File: config.mk
export PLATFORM = sky130hd
export DESIGN_NAME = branch_resolve
export DESIGN_NICKNAME = d
export VERILOG_FILES = /design/src/rtl/branch_resolve.sv
export SDC_FILE = /design/constraint.sdc
export NUM_CORES = 1
export LEC_CHECK = 0
export CORE_MARGIN = 1
export CORE_UTILIZATION = 55
export DETAILED_ROUTE_END_ITERATION = 10
export PLACE_DENSITY = 0.88
export SLEW_MARGIN = 20
export SYNTH_ARGS = -nofsm -noshare
export SYNTH_HDL_FRONTEND = slang
export SYNTH_SLANG_ARGS = --single-unit
File: constraint.sdc
create_clock -name clk -period 5.8 [get_ports clk]
set_clock_uncertainty 0.05 [all_clocks]
set_input_delay 0.58 -clock clk [delete_from_list [all_inputs] [get_ports clk]]
set_output_delay 0.58 -clock clk [all_outputs]
set_load 0.01 [all_outputs]
File: src/rtl/branch_resolve.sv
// Branch resolution at the M stage: carries D-stage predictions through E and M,
// flags mispredictions with a redirect PC, and keeps saturating performance counters.
module branch_resolve #(
  parameter int unsigned FALLTHRU_OFF = 32'd8,
  parameter int unsigned CNT_W        = 32
) (
  input  logic             clk,
  input  logic             rst,
  input  logic             stallE,
  input  logic             stallM,
  input  logic             flushE,
  input  logic             flushM,
  input  logic             branchD,
  input  logic             pred_takeD,
  input  logic [31:0]      pcD,
  input  logic [31:0]      targetD,
  input  logic             actual_takeM,
  output logic             mispredM,
  output logic             flush_reqM,
  output logic [31:0]      redirect_pcM,
  output logic [CNT_W-1:0] branch_cnt,
  output logic [CNT_W-1:0] mispred_cnt
);

  localparam logic [31:0] FALLTHRU_C = 32'(FALLTHRU_OFF);

  typedef enum logic [0:0] {
    IDLE    = 1'b0,
    RECOVER = 1'b1
  } state_e;

  state_e state_q, state_d;

  logic        valid_e_q, pred_e_q;
  logic [31:0] pc_e_q, target_e_q;
  logic        valid_m_q, pred_m_q;
  logic [31:0] pc_m_q, target_m_q;

  logic [CNT_W-1:0] branch_cnt_q, branch_cnt_d;
  logic [CNT_W-1:0] mispred_cnt_q, mispred_cnt_d;

  logic        retire_s;
  logic        mispred_s;
  logic [31:0] redirect_s;

  function automatic logic [CNT_W-1:0] sat_inc(input logic [CNT_W-1:0] v, input logic en);
    if (en && (v != {CNT_W{1'b1}})) begin
      return v + {{(CNT_W-1){1'b0}}, 1'b1};
    end else begin
      return v;
    end
  endfunction

  always_ff @(posedge clk) begin
    if (rst) begin
      state_q <= IDLE;
    end else begin
      state_q <= state_d;
    end
  end

  always_comb begin
    state_d = state_q;
    case (state_q)
      IDLE:    if (mispred_s) state_d = RECOVER; else state_d = IDLE;
      RECOVER: state_d = IDLE;
      default: state_d = IDLE;
    endcase
  end

  // The slot after a mispredict is wrong-path, so RECOVER (and reset) suppresses retirement.
  always_comb begin
    retire_s   = 1'b0;
    mispred_s  = 1'b0;
    redirect_s = 32'd0;
    case (state_q)
      IDLE:    retire_s = valid_m_q & ~stallM & ~rst;
      RECOVER: retire_s = 1'b0;
      default: retire_s = 1'b0;
    endcase
    mispred_s = retire_s & (pred_m_q != actual_takeM);
    if (mispred_s) begin
      if (actual_takeM) begin
        redirect_s = target_m_q;
      end else begin
        redirect_s = pc_m_q + FALLTHRU_C;
      end
    end else begin
      redirect_s = 32'd0;
    end
  end

  always_ff @(posedge clk) begin
    if (rst) begin
      valid_e_q <= 1'b0;
    end else if (flushE || mispred_s) begin
      valid_e_q <= 1'b0;
    end else if (!stallE) begin
      valid_e_q <= branchD;
    end else begin
      valid_e_q <= valid_e_q;
    end
    if (!stallE) begin
      pred_e_q   <= pred_takeD;
      pc_e_q     <= pcD;
      target_e_q <= targetD;
    end
  end

  always_ff @(posedge clk) begin
    if (rst) begin
      valid_m_q <= 1'b0;
    end else if (flushM) begin
      valid_m_q <= 1'b0;
    end else if (!stallM) begin
      valid_m_q <= valid_e_q;
    end else begin
      valid_m_q <= valid_m_q;
    end
    if (!stallM) begin
      pred_m_q   <= pred_e_q;
      pc_m_q     <= pc_e_q;
      target_m_q <= target_e_q;
    end
  end

  always_comb begin
    branch_cnt_d  = sat_inc(branch_cnt_q, retire_s);
    mispred_cnt_d = sat_inc(mispred_cnt_q, mispred_s);
  end

  always_ff @(posedge clk) begin
    if (rst) begin
      branch_cnt_q  <= {CNT_W{1'b0}};
      mispred_cnt_q <= {CNT_W{1'b0}};
    end else begin
      branch_cnt_q  <= branch_cnt_d;
      mispred_cnt_q <= mispred_cnt_d;
    end
  end

  assign mispredM     = mispred_s;
  assign flush_reqM   = mispred_s;
  assign redirect_pcM = redirect_s;
  assign branch_cnt   = branch_cnt_q;
  assign mispred_cnt  = mispred_cnt_q;

endmodule

# Word-level counts from Yosys, hierarchy flattened
# Cells that the tools add are included.
[word_totals]
ff_bits = 197
in_bits = 73
elab_cells = 33
[op_classes]
n_addsub = 3
eq_ne = 3
muxes = 5
bitwise = 6
reduce_logical = 5
[ops]
columns = ["op", "count"]
rows = [
  ["adder 32 x 1 -> 32 bit (second input constant)", 2],
  ["2-to-1 mux 32 bit", 2],
  ["!= test 32 bit (second input constant)", 2],
  ["adder 32 x 4 -> 32 bit (second input constant)", 1],
  ["case mux 1 bit (2 select lines)", 2],
  ["OR reduction 2 bit", 2],
  ["bitwise AND 1 bit", 3],
  ["NOT 1 bit", 3],
  ["logical AND 1 bit", 2],
  ["logical OR 1 bit", 1],
  ["2-to-1 mux 1 bit", 1],
  ["!= test 1 bit", 1],
]

# Depth between registers and ports, before layout
# Gate-level depths: netlist (run 1).
[logic_depth]
ltp_word = 7
depth_mapped = 8
depth_no_buf = 6

# Worst setup path after synthesis (run 1)
# OpenSTA, ideal clock, no wires.
[synth_path]
path_type = "input to output"
start = "input actual_takeM"
end = "output redirect_pcM[20]"
arrival_ns = 2.058
required_time_ns = 5.170
slack_ns = 3.112
stages = 7
path_buffers = 2
cell_sequence = "clkbuf_1 xnor2_1 nand2b_1 inv_2 clkbuf_1 o21ai_0 a21oi_1"
[synth_via]
elab_chain_cells = 3
word_cells_on_any_way = 4
[synth_lines]
columns = ["item", "line", "text"]
rows = [
  ["from (decl)", "17", "input logic actual_takeM,"],
  ["!= test 1 bit", "81", "mispred_s = retire_s & (pred_m_q != actual_takeM);"],
  ["bitwise AND 1 bit", "81", ""],
  ["via flush_reqM", "19", "output logic flush_reqM,"],
  ["2-to-1 mux 32 bit", "82", "if (mispred_s) begin"],
  ["to (decl)", "20", "output logic [31:0] redirect_pcM,"],
]
# The timed path passes the listed nets, and every way through them passes these cells.

# Worst setup path in the final report (run 1)
[layout_path]
start = "input actual_takeM"
end = "output redirect_pcM[15]"
[layout_via]
elab_chain_cells = 3
word_cells_on_any_way = 4
[layout_lines]
columns = ["item", "line"]
rows = [
  ["!= test 1 bit", "81"],
  ["bitwise AND 1 bit", "81"],
  ["2-to-1 mux 32 bit *", "82"],
]
# Every way passes the cells marked *; elsewhere a longest branch is shown, timed or not.

==> impl_metrics.json, run 1 <==
{
  "status": "finished clean",
  "tightest_slew_ps": 888,
  "wl_um": 19300,
  "die_h_um": 125,
  "synth-simple-area-share_pct": 17.8,
  "cp.depth": 7,
  "insertion_delay_ps": 440,
  "syn_nets": 787,
  "synth_top_family_by_area": "simple AND/OR/NAND/NOR gates",
  "gp_congestion": 0.856,
  "cts_tree": "built",
  "groute.layer.met3.usage_pct": 6.14,
  "p_leak_nw": 3.42,
  "area_growth_pct": 29.9,
  "cts_buffers": 17,
  "grt_busiest_layer": "met2",
  "hp-class": "reg -> reg",
  "min_period_over_period_pct": 77.7,
  "dr.first_iter.drc_count": 684,
  "synth_top_cells_by_count": "edfxtp_1, a21oi_1, dfxtp_1, o21ai_0, nor2_1",
  "die_x_um": 125,
  "setup_tns_ps": 0,
  "cp.arrival_ps": 3880,
  "crit_path_start": "actual_takeM",
  "clk_pin_slew_ps": 70,
  "layout.cells.non_filler": 1074,
  "io_pins": 171,
  "overflow": 0,
  "p_per_area_nw_per_um2": 276,
  "synth_area_um2": 8260,
  "crit_chain": "clkdlybuf4s50_1 > xnor2_1 > nand2b_1 > inv_2 > o21ai_0 > a21oi_1 > clkdlybuf4s50_1",
  "n_antenna_cell": 0,
  "viasPerCell": 5.93,
  "clock_sinks": 197,
  "synth.most_common_cell": "edfxtp_1",
  "dp_hpwl_um": 13400,
  "slowest_delay_ps": 980,
  "drtAntennaViolNets": 0,
  "start_util_pct": 56.6,
  "dr.pass1.iters": 5,
  "critPathBufInv": 3,
  "max_freq_ghz": 0.222,
  "rows": 44,
  "cp_slowest_cell": "clkdlybuf4s50_1",
  "final_max_slew_viol_count": 0,
  "synth_edf_count": 130,
  "use_met2_pct": 41.1,
  "path_common_cell": "clkdlybuf4s50_1",
  "final_hold_viol_count": 0,
  "ys_types": 52,
  "yosys_register_bits": 197,
  "postCtsSetupBuffers": 0,
  "required_ps": 5170,
  "r2r_slack_ps": 2550,
  "rsz0062_at_grt": "false",
  "synth_flop_cell": "edfxtp_1",
  "synth-xor-area-share_pct": 3.71,
  "postCtsHoldBufs": 0,
  "grt_max_degree": 70,
  "synth_fa_ha_area_share_pct": 0.454,
  "ys_seq_area_share_pct": 63.5,
  "syn_inst": 711,
  "placed_cells": 1042,
  "die_area_um2": 15500,
  "min_period_ps": 4510,
  "htreeDepth": 4,
  "cts_resized": 0,
  "async_reset_ff_share_pct": 0,
  "clk_path_buf_depth": 2,
  "io_buffers": 170,
  "grt_pass1_wl_um": 30300,
  "coreArea_um2": 14600,
  "synth-compound-area-share_pct": 10.7,
  "reg2reg_to": "mispred_cnt[26]",
  "route.detailed.drc": 0,
  "rr_startpoint": "state_q",
  "criticalPathCategory": "in -> out",
  "drive_gt1_share_pct": 6.29,
  "setup_viol": 0,
  "antenna_found_initial": 0,
  "grt_util_met1_pct": 32.4,
  "nets": 953,
  "via_count": 6365,
  "critPathTopFamily": "buffers and inverters",
  "grt_pass1_vias": 5897,
  "start_kind": "input port",
  "ir_worst_vdd_v": 0.000219,
  "synth.area.top_cells": "edfxtp_1, dfxtp_1, a21oi_1, o21ai_0, or3_1",
  "relSlewSlack_pct": 40.8,
  "root_buffer": "clkbuf_16",
  "wire_per_inst_um": 18.0,
  "syn-mean-instance-area_um2": 11.6,
  "grtUsageTotal_pct": 25.2,
  "cp_max_fo": 24,
  "synth_warnings": 0,
  "synthMuxAreaShare_pct": 1.64,
  "crit_end": "redirect_pcM[15]",
  "yosysTopAreaCell": "edfxtp_1",
  "yosysTopAreaCellShare_pct": 47.3,
  "maxCapViolCount": 0,
  "critPathCaptureType": "output pin",
  "reg2reg_depth": 6
}
==> through the flow <==
stage	area [um^2]	power, mW	utilization (%)	hold slack [ps]	setup WS, ps
detailed placement	10100	1.76	69.3	355	1250
global placement	10100	1.75	69.3	350	1420
finish	10700	2.96	73.5	371	1290
floorplan	8260	1.68	-	350	3110
CTS	10700	2.97	73.5	371	1260
global route	10700	3.04	73.5	375	977
==> how the worst min path moves through the flow <==
stage                         from              to  slack [ps]  cells after the start
detailed placement      pc_e_q[11]      pc_m_q[11]         350                      0
floorplan                pc_e_q[0]       pc_m_q[0]         350                      0
global route            pc_e_q[29]      pc_m_q[29]         380                      0
CTS                  target_e_q[0]   target_m_q[0]         370                      0
global placement    target_e_q[21]  target_m_q[21]         350                      0
finish               target_e_q[0]   target_m_q[0]         370                      0
==> registers in the layout, indices dropped and copies added, names as in the netlist <==
| name | count |
|---|---|
| target_e_q | 32 |
| pred_e_q | 1 |
| pc_e_q | 32 |
| pc_m_q | 32 |
| branch_cnt | 32 |
| target_m_q | 32 |
| mispred_cnt | 32 |
| state_q | 1 |
| valid_e_q | 1 |
| pred_m_q | 1 |
| valid_m_q | 1 |
==> layer usage <==
layer  share of wire [%]  up-vias
met3                 8.1       34
li1                    -     3045
met1                  41     3001
met4                 2.3        0
met5                   0        -
met2                  49      285
==> layout make-up <==
cell class                      instances  area [um^2]
Clock buffer                           17          425
Clock inverter                         15          198
Fill cell                             939         3860
Inverter                               20         75.1
Multi-Input combinational cell        467         2830
Sequential cell                       197         5250
Tap cell                              184          230
Timing Repair Buffer                  174         1730
==> layout by cell type (no fill, tap or decap), drive strengths merged, types with 16 or more instances in the layout <==
cell / count
o21ai: 58
edfxtp: 130
clkdlybuf4s50: 169
or3: 41
nor4: 16
inv: 29
clkbuf: 17
dfxtp: 67
xnor2: 27
nand2: 34
nand4: 37
nor3: 17
a21oi: 71
nand3: 30
nor2: 46
==> logic make-up (layout without fill, tap and decap cells) <==
kind of cell / after synthesis / count (layout)
compound gates: 154 / 154
flops: 197 / 197
simple gates: 262 / 262
mux: 13 / 13
fa+ha+maj: 3 / 3
buf+inv: 47 / 226
xor+xnor: 35 / 35
==> power by group <==
| part | internal, mW | switching (mW) | total [mW] |
|---|---|---|---|
| sequential | 1.57 | 0.0335 | 1.61 |
| clock | 0.663 | 0.567 | 1.23 |
| combinational | 0.0610 | 0.0588 | 0.120 |
Note: power is estimated with default switching activity, not from simulation.
==> run 2: changes to the inputs <==
Settings changed: CORE_UTILIZATION 55 to 46, PLACE_DENSITY 0.88 to 0.79.
Clock period 5.8 ns to 4.1 ns, I/O delays scaled along.
==> impl_metrics.json, run 2 (synthesis gave the netlist of run 1 again) <==
{
  "status": "finished clean",
  "grt_pass1_wl_um": 29100,
  "nets": 958,
  "min_period_over_period_pct": 86.1,
  "comb_power_share_pct": 4.2,
  "start_kind": "flip-flop",
  "route.detailed.drc": 0,
  "setup_viol": 0,
  "clock_sinks": 197,
  "relSlewSlack_pct": 39.4,
  "grtUsageTotal_pct": 20.6,
  "io_pins": 171,
  "area_growth_pct": 30.6,
  "final_cell_mix": "clkdlybuf4s50_1, edfxtp_1, a21oi_1",
  "hold_slack_ps": 365,
  "grt_pass1_vias": 5831,
  "clk_path_buf_depth": 2,
  "n_antenna_cell": 0,
  "final_max_slew_viol_count": 0,
  "p_int_mw": 3.24,
  "cts_buffers": 17,
  "final_hold_viol_count": 0,
  "dr.pass1.iters": 5,
  "criticalPathCategory": "reg -> out",
  "place_area_um2": 10200,
  "fillers": 1372,
  "tightest_slew_ps": 901,
  "wl_um": 18700,
  "coreArea_um2": 17400,
  "die_x_um": 136,
  "cp_slowest_cell": "clkdlybuf4s50_1",
  "die_h_um": 136,
  "clk_pin_slew_ps": 70,
  "start_util_pct": 47.4,
  "critPathCaptureType": "output pin",
  "min_period_ps": 3530,
  "overflow": 0,
  "required_ps": 3640,
  "rows": 48,
  "p_per_area_nw_per_um2": 383,
  "p_leak_nw": 3.44,
  "sw_frac_of_total_pct": 21.7,
  "die_area_um2": 18500,
  "dp_hpwl_um": 13000,
  "ir_worst_vdd_v": 0.000301,
  "cts_resized": 0,
  "gp_congestion": 0.828,
  "antenna_found_initial": 2,
  "power.share.clock_pct": 41.0,
  "io_buffers": 170,
  "drtAntennaViolNets": 0,
  "wire_per_inst_um": 16.7,
  "crit_chain": "ha_1 > and3_1 > nand3_1 > or4_1 > xor2_1 > a21oi_1 > clkdlybuf4s50_1",
  "fin_util_pct": 62.0,
  "seqPwrFrac_pct": 54.9,
  "htreeDepth": 4,
  "root_buffer": "clkbuf_16",
  "rsz0062_at_grt": "false",
  "cts_tree": "built",
  "maxCapViolCount": 0,
  "max_freq_ghz": 0.283,
  "layout_commonest_cell": "clkdlybuf4s50_1",
  "viasPerCell": 5.60,
  "power.switching_uw": 899,
  "cp_max_fo": 7,
  "grt_max_degree": 69,
  "postCtsHoldBufs": 0,
  "slowest_delay_ps": 550,
  "cp.arrival_ps": 3070,
  "hp-class": "reg -> reg",
  "drive_gt1_share_pct": 6.48,
  "via_count": 6273,
  "setup_tns_ps": 0,
  "insertion_delay_ps": 430,
  "postCtsSetupBuffers": 0,
  "dr.first_iter.drc_count": 399,
  "final_cell_area_um2": 10800
}
run 2: worst max-delay path, delay by kind of cell (launching register included):
family                   cells  cell delay [ps]
AND/OR/NAND/NOR              3              870
flip-flops                   1              540
buffers and inverters        1              550
adder cells (fa/ha/maj)      1              350
XOR/XNOR                     1              180
AO/OA/AOI/OAI                1              150
run 2: cell type report:
type | instances | area [um^2] | share of cell area [%]
tap | 225 | 282 | 2.61
clock inverter | 14 | 169 | 1.57
timing repair buffer | 179 | 1760 | 16.3
inverter | 20 | 75.1 | 0.696
clock buffer | 18 | 429 | 3.98
sequential | 197 | 5250 | 48.6
multi-input combinational | 467 | 2830 | 26.2
run 2: worst paths after layout:
kind	startpoint	to	slack [ps]	cells after the start
max	pc_m_q[3]	redirect_pcM[29]	570	7
min	target_e_q[6]	target_m_q[6]	360	0
max reg2reg	pred_m_q	mispred_cnt[26]	1390	7
min reg2reg	target_e_q[6]	target_m_q[6]	360	0
run 2: power groups by stage:
stage	Sequential [mW]	Combinational, mW	Clock, mW
floorplan	2.30	0.0729	0
global placement	2.31	0.171	0
detailed placement	2.31	0.173	0
CTS	2.27	0.175	1.73
global route	2.28	0.188	1.79
finish	2.27	0.172	1.69
run 2: layer usage:
layer	track usage, %	share of wire [%]	vias up	routed length [um]
li1	-	-	3043	-
met3	5.29	7.4	24	1380
met5	0	0.069	-	13
met1	25.8	43	2970	8090
met2	34.3	48	234	8950
met4	7.28	1.5	2	275
run 2: metrics by stage:
| stage | total power [mW] | setup slack [ps] | instances |
|---|---|---|---|
| floorplan | 2.37 | 1750 | 711 |
| global placement | 2.48 | 772 | 1088 |
| detailed placement | 2.49 | 713 | 1088 |
| CTS | 4.17 | 574 | 1120 |
| global route | 4.26 | 448 | 1120 |
| finish | 4.14 | 569 | 1120 |
